--- config.mk ---
export PLATFORM = sky130hd
export DESIGN_NAME = swapper_datapath
export DESIGN_NICKNAME = d
export VERILOG_FILES = /design/src/rtl/swapper_pkg.sv /design/src/rtl/swap_seq_checker.sv /design/src/rtl/swapper_datapath.sv
export SDC_FILE = /design/constraint.sdc
export NUM_CORES = 1
export LEC_CHECK = 0
export ABC_AREA = 1
export CORE_ASPECT_RATIO = 1.4
export CORE_UTILIZATION = 40
export CTS_CLUSTER_DIAMETER = 30
export DETAILED_ROUTE_END_ITERATION = 10
export GPL_TIMING_DRIVEN = 0
export PLACE_DENSITY = 0.83
export SLEW_MARGIN = 40
export SYNTH_ARGS = -nofsm -noshare
export SYNTH_HDL_FRONTEND = slang
export SYNTH_SLANG_ARGS = --single-unit
export TNS_END_PERCENT = 5
--- constraint.sdc ---
create_clock -name clk -period 1.1 [get_ports clk]
set_input_delay 0.22 -clock clk [delete_from_list [all_inputs] [get_ports clk]]
set_output_delay 0.22 -clock clk [all_outputs]
set_load 0.1 [all_outputs]
--- src/rtl/swapper_pkg.sv ---
// -----------------------------------------------------------------------------
// swapper_pkg
// Shared encodings for the memory swapper datapath and its controller.
//   SEL_*  : swap step encoding carried on the controller's `sel` output.
//   ck_state_e : protocol checker state encoding (used when the design is
//                built with SWAPPER_SEQ_CHECK_EN defined).
// -----------------------------------------------------------------------------
package swapper_pkg;

    localparam logic [1:0] SEL_IDLE    = 2'd0;
    localparam logic [1:0] SEL_SAVE    = 2'd1;
    localparam logic [1:0] SEL_MOVE    = 2'd2;
    localparam logic [1:0] SEL_RESTORE = 2'd3;

    typedef enum logic [1:0] {
        CK_IDLE = 2'd0,
        CK_S1   = 2'd1,
        CK_S2   = 2'd2
    } ck_state_e;

endpackage

--- src/rtl/swap_seq_checker.sv ---
// -----------------------------------------------------------------------------
// swap_seq_checker
// Watches the controller's w/sel stream and expects each swap to be exactly
// save -> move -> restore on consecutive w=1 cycles. Any other pattern is a
// violation: err is set (sticky) and the checker returns to CK_IDLE. A legal
// restore produces a one-cycle done pulse. The checker never gates data.
// Only compiled when SWAPPER_SEQ_CHECK_EN is defined, so the default build
// carries no checker logic at all.
// Ports:
//   clk, reset  : rising-edge clock, asynchronous active-high reset
//   w, sel      : swap-step enable and step from the controller
//   load_acc    : host load accepted this cycle (clears err)
//   err         : sticky protocol-violation flag (registered)
//   done        : one-cycle pulse after a legal restore (registered)
// -----------------------------------------------------------------------------
`ifdef SWAPPER_SEQ_CHECK_EN
module swap_seq_checker (
    input  logic       clk,
    input  logic       reset,
    input  logic       w,
    input  logic [1:0] sel,
    input  logic       load_acc,
    output logic       err,
    output logic       done
);
    import swapper_pkg::*;

    ck_state_e state_q, state_d;
    logic      err_q, err_d;
    logic      done_q, done_d;
    logic      violation;

    always_comb begin
        state_d   = state_q;
        done_d    = 1'b0;
        violation = 1'b0;
        case (state_q)
            CK_IDLE: begin
                if (w) begin
                    if (sel == SEL_SAVE) state_d = CK_S1;
                    else                 violation = 1'b1;
                end
            end
            CK_S1: begin
                if (w && sel == SEL_MOVE) state_d = CK_S2;
                else                      violation = 1'b1;
            end
            CK_S2: begin
                if (w && sel == SEL_RESTORE) begin
                    state_d = CK_IDLE;
                    done_d  = 1'b1;
                end else begin
                    violation = 1'b1;
                end
            end
            default: state_d = CK_IDLE;
        endcase
        if (violation) state_d = CK_IDLE;
        // A violation in the same cycle as an accepted load keeps err set.
        if (violation)     err_d = 1'b1;
        else if (load_acc) err_d = 1'b0;
        else               err_d = err_q;
    end

    always_ff @(posedge clk or posedge reset) begin
        if (reset) begin
            state_q <= CK_IDLE;
            err_q   <= 1'b0;
            done_q  <= 1'b0;
        end else begin
            state_q <= state_d;
            err_q   <= err_d;
            done_q  <= done_d;
        end
    end

    assign err  = err_q;
    assign done = done_q;

endmodule
`endif

--- src/rtl/swapper_datapath.sv ---
// -----------------------------------------------------------------------------
// swapper_datapath
// Data-side responder for the memory swapper controller. Holds words A and B
// and a temp register T, and performs the swap step selected by w/sel:
// save (T<-A), move (A<-B), restore (B<-T). The host loads A/B with `load`
// while w=0; w=1 always takes priority and a coincident load is dropped.
// Optional macro SWAPPER_SEQ_CHECK_EN adds a protocol checker (err live,
// done only on legal completions). Without it err is 0 and done follows any
// restore step.
// Ports:
//   clk, reset      : rising-edge clock, asynchronous active-high reset
//   load            : host load strobe for A/B
//   din_a, din_b    : load values
//   w, sel          : swap-step enable and step from the controller
//   dout_a, dout_b  : current A/B register contents
//   done            : one-cycle completion pulse
//   err             : sticky protocol-violation flag
// -----------------------------------------------------------------------------
module swapper_datapath #(
    parameter int WIDTH = 8
) (
    input  logic             clk,
    input  logic             reset,
    input  logic             load,
    input  logic [WIDTH-1:0] din_a,
    input  logic [WIDTH-1:0] din_b,
    input  logic             w,
    input  logic [1:0]       sel,
    output logic [WIDTH-1:0] dout_a,
    output logic [WIDTH-1:0] dout_b,
    output logic             done,
    output logic             err
);
    import swapper_pkg::*;

    logic [WIDTH-1:0] a_q, a_d;
    logic [WIDTH-1:0] b_q, b_d;
    logic [WIDTH-1:0] t_q, t_d;
    logic             load_acc;

    // A load only takes effect when the controller is not driving a step.
    assign load_acc = load & ~w;

    always_comb begin
        a_d = a_q;
        b_d = b_q;
        t_d = t_q;
        if (w) begin
            case (sel)
                SEL_SAVE:    t_d = a_q;
                SEL_MOVE:    a_d = b_q;
                SEL_RESTORE: b_d = t_q;
                default:     ;
            endcase
        end else if (load) begin
            a_d = din_a;
            b_d = din_b;
        end
    end

    always_ff @(posedge clk or posedge reset) begin
        if (reset) begin
            a_q <= '0;
            b_q <= '0;
            t_q <= '0;
        end else begin
            a_q <= a_d;
            b_q <= b_d;
            t_q <= t_d;
        end
    end

    assign dout_a = a_q;
    assign dout_b = b_q;

`ifdef SWAPPER_SEQ_CHECK_EN
    swap_seq_checker u_checker (
        .clk      (clk),
        .reset    (reset),
        .w        (w),
        .sel      (sel),
        .load_acc (load_acc),
        .err      (err),
        .done     (done)
    );
`else
    logic done_q, done_d;

    // No sequence tracking: any restore step counts as a completion.
    assign done_d = w && (sel == SEL_RESTORE);

    always_ff @(posedge clk or posedge reset) begin
        if (reset) done_q <= 1'b0;
        else       done_q <= done_d;
    end

    assign done = done_q;
    assign err  = 1'b0;
`endif

endmodule

# == Word-level counts from Yosys, hierarchy flattened ==
# Cells that the tools add are included.
# classes
muxes,6
n_reduce_logical,5
eq_ne,5
# op_table
operator,n
$mux 8,6
$reduce_and 2->1,3
$eq 2x2->1 const B,2
$ne 2x1->1 const B,2
$eq 2x1->1 const B,1
$reduce_bool 2->1,1
$logic_and 1x1->1,1
# word_totals
inputBits,22
ff_bits,25
output_inout_bits,18

# == Longest topological paths before layout ==
# logic_depth
depth_word,3
depth_mapped,7

# == Least setup slack after synthesis ==
# No wires, ideal clock.
# synth_timing
path_type,reg-to-reg
start,register b_q[0] (netlist: dout_b[0])
end,register a_q[0] (netlist: dout_a[0])
setup_ns,0.069
setup_slack_ns,-0.167
t_required_ns,1.031
stages_incl_launch_ff,5
arrival_time_ns,1.198
n_path_buf,0
period_less_slack_ns,1.267
path_cell_list,dfrtp_1 > nand2_1 > nand2_1 > nand2_1 > nand2_1
# synth_via
elab_chain_len,2
# synth_lines
element,line,text
"start, declared",swapper_datapath.sv:37,"logic [WIDTH-1:0] b_q, b_d;"
"start signal, assigned",swapper_datapath.sv:64,b_q <= '0;
"start signal, assigned",swapper_datapath.sv:68,b_q <= b_d;
$mux 8,swapper_datapath.sv:49,case (sel)
$mux 8,swapper_datapath.sv:48,if (w) begin
"end signal, assigned",swapper_datapath.sv:63,a_q <= '0;
"end signal, assigned",swapper_datapath.sv:67,a_q <= a_d;
"end, declared",swapper_datapath.sv:36,"logic [WIDTH-1:0] a_q, a_d;"
# Every way passes these cells. The select of a mux whose other input is x is not followed.
# A chain may end at the register's enable or synchronous reset.

# == Worst setup path after layout ==
# layout_timing
start,register a_q[5] (netlist: dout_a[5])
end,output port dout_a[5]
# layout_rtl
element,line,text
"end, declared",swapper_datapath.sv:29,"output logic [WIDTH-1:0] dout_a,"
# No word-level cell between the ends.

==> results.sh <==
export IMPL_status="complete, but fails checks"
export IMPL_violations="setup timing"
export IMPL_vias=1227
export IMPL_postSynthAreaPerCell_um2=7.70
export IMPL_netlist_area_um2=1250
export IMPL_fin_ws_ns=-0.0297
export IMPL_n_antenna_cell=0
export IMPL_fin_area_um2=1950
export IMPL_fmax_ghz=0.885
export IMPL_async_reset_ff_share_pct=100
export IMPL_rrSetupSlack_ns=0.21
export IMPL_cp_data_arrival_time_ns=0.91
export IMPL_dieWidth_um=49.3
export IMPL_path_buf_inv=1
export IMPL_grt_overflow_total=0
export IMPL_whs_ns=0.287
export IMPL_viasPerCell=4.99
export IMPL_max_cap_viol_count=0
export IMPL_cpPeakStageDelay_ns=0.43
export IMPL_hold_viol_final=0
export IMPL_synth_most_common_cell="nand2_1"
export IMPL_grt_pass1_wl_mm=5.55
export IMPL_cts_htree_levels=1
export IMPL_track_usage_pct=22.5
export IMPL_rsz0062_at_grt="true"
export IMPL_antenna_found_initial=0
export IMPL_drive_above_1_share_pct=23.9
export IMPL_start_kind="flop"
export IMPL_layout_nets=232
export IMPL_synthTopCellsByArea="dfrtp_1 50%, nand2_1 26%, nand3_1 6.8%, inv_1 3.6%, o21ai_0 3.2%"
export IMPL_cts_tree="done"
export IMPL_worst_setup_path_type="flop to primary output"
export IMPL_nFillCells=247
export IMPL_fin_crit_sh_pct=103
export IMPL_p_per_area_nw_per_um2=1790
export IMPL_ys_top_cells_by_count="88 x nand2_1, 25 x dfrtp_1, 17 x nand3_1"
export IMPL_fin_tns_setup_ns=-0.256
export IMPL_wl_met2_mm=1.85
export IMPL_grt_max_degree=26
export IMPL_design_core_area_um2=2940
export IMPL_cts_sinks=25
export IMPL_cp_data_required_time_ns=0.88
export IMPL_dp_cells=238
export IMPL_grt_pass1_vias=1208
export IMPL_syn_inst=163
export IMPL_slew_headroom_pct=66.2
export IMPL_yosys_warnings=0
export IMPL_clockRootBuffer="clkbuf_8"
export IMPL_endpoint_kind="primary output"
export IMPL_worstPathMaxFanout=3
export IMPL_synth_main_ff_cell="dfrtp_1"
export IMPL_ant_nets=0
export IMPL_wire_per_inst_um=13.7
export IMPL_slew_violations=0
export IMPL_clockBufferDepth=2
export IMPL_path_cells="buf_12"
export IMPL_route_met3_wl_um=133
export IMPL_ys_seq_elements=25
export IMPL_path_clk_slew_ns=0.09
export IMPL_rows=23
export IMPL_synth_enable_flop_cells=0
export IMPL_min_path_type="input pin to async pin"
export IMPL_m1WireLength_mm=1.29
export IMPL_place_area_um2=1610
export IMPL_finalPower_mw=3.49
export IMPL_insertion_delay_ns=0.28
export IMPL_die_area_um2=3370
export IMPL_drcViolationCount=0
export IMPL_fin_crit_ns=1.13
export IMPL_syn_to_final_growth_pct=55.5
export IMPL_totalWireLength_mm=3.37
export IMPL_fin_skew_ns=0.000924
export IMPL_path_delay_family="flip-flops"
export IMPL_io_pins=40
export IMPL_portBuffers=38
export IMPL_synth_distinct_cells=12
export IMPL_worstMarginPinSlew_ns=0.506
export IMPL_syn_nets=185
export IMPL_ys_seq_area_share_pct=49.9
export IMPL_die_h_um=68.3
export IMPL_hold_buffers=0
export IMPL_stdcell_count=246
export IMPL_synth_top_area_share_pct=49.9
export IMPL_yosys_area_top_type="dfrtp_1"
export IMPL_drt_iter0_markers=36
export IMPL_top_layer_used="met4"
export IMPL_setup_viol_count_final=15
export IMPL_p_leak_nw=0.993
export IMPL_slowest_stage="dfrtp_1"
export IMPL_multi_input_area_um2=542
export IMPL_hpwl_mm=2.12
export IMPL_seq_area_um2=639
export IMPL_start_util_pct=42.8
export IMPL_first_pass_iters=4
export IMPL_cts_made_buffers=3
export IMPL_ir_drop_mv=1.07
export IMPL_gp_congestion=0.801
cell usage in the layout, fill, tap and decap left out:
cell type / count
nand2_4: 2
conb_1: 1
dfrtp_2: 11
dfrtp_1: 14
nand2_1: 88
dlygate4sd2_1: 3
clkinvlp_4: 1
buf_12: 16
clkdlybuf4s50_1: 18
nand3_1: 16
o21ai_0: 8
buf_6: 4
nand3_4: 2
inv_4: 1
buf_4: 7
clkbuf_8: 3
inv_2: 1
nand3_2: 1
inv_1: 11
nand2_8: 1
where the power goes:
part           total, mW  leakage (nW)  internal (mW)  switching [mW]
logic               1.67         0.664          0.604            1.07
clock network      0.569        0.0217          0.258           0.312
registers           1.26         0.308           1.09           0.166
worst paths after layout:
kind / startpoint / to / depth (start not counted)
worst min-delay path: reset / dout_a[2]$_DFFE_PP0P_ / 2
worst max register to register: dout_b[0]$_DFFE_PP0P_ / dout_a[0]$_DFFE_PP0P_ / 5
min in group clk: t_q[5]$_DFFE_PP0P_ / t_q[5]$_DFFE_PP0P_ / 2
worst min register to register: t_q[5]$_DFFE_PP0P_ / t_q[5]$_DFFE_PP0P_ / 2
worst max-delay path: dout_a[5]$_DFFE_PP0P_ / dout_a[5] / 1
max in group asynchronous: reset / dout_b[2]$_DFFE_PP0P_ / 2
worst register-to-register path, cell delays in order (launching register included):
cell	delay, ns
dfrtp_2	0.44
buf_4	0.15
nand2_1	0.05
nand2_1	0.05
nand2_1	0.05
nand2_1	0.04
per-stage QoR:
step	utilization [%]	setup slack, ns
final	66.5	-0.0297
after global routing	66.5	-0.0449
after CTS	65.6	-0.0508
after detailed placement	54.8	-0.446
after global placement	57.7	-0.621
after floorplan	-	-0.126
flip-flops by register name, indices dropped and copies added, names as in the netlist:
name    cells
dout_a      8
t_q         8
done        1
dout_b      8
per-layer routing:
layer	GRT usage, %	vias to the layer above
li1	-	592
met1	24.9	587
met2	40.9	41
met3	2.22	7
met4	15.4	0
met5	0	-
area by class of cell:
type                    instances  area share (%)
flip-flops and latches         25            32.8
repair buffers                 42            29.1
multi-input cells             119            27.8
plain buffers                   6            2.88
inverters                      13            2.63
well taps                      37            2.37
clock buffers                   3            2.12
clock inverters                 1           0.385
logic make-up after synthesis:
kind of cell | count (synthesis) | synth area share [%]
and+or+nand+nor | 110 | 38.1
other | 1 | 0.299
buffers and inverters | 19 | 8.57
DFF | 25 | 49.9
AOI/OAI and AO/OA | 8 | 3.19
repair_timing:
action / 4_1_cts / 5_1_grt
pin swaps: 0 / 0
setup endpoints to repair: 41 / 16
setup buffers: 2 / 2
gates resized for setup: 70 / 3
No activity file was read; power rests on OpenSTA's default activity.
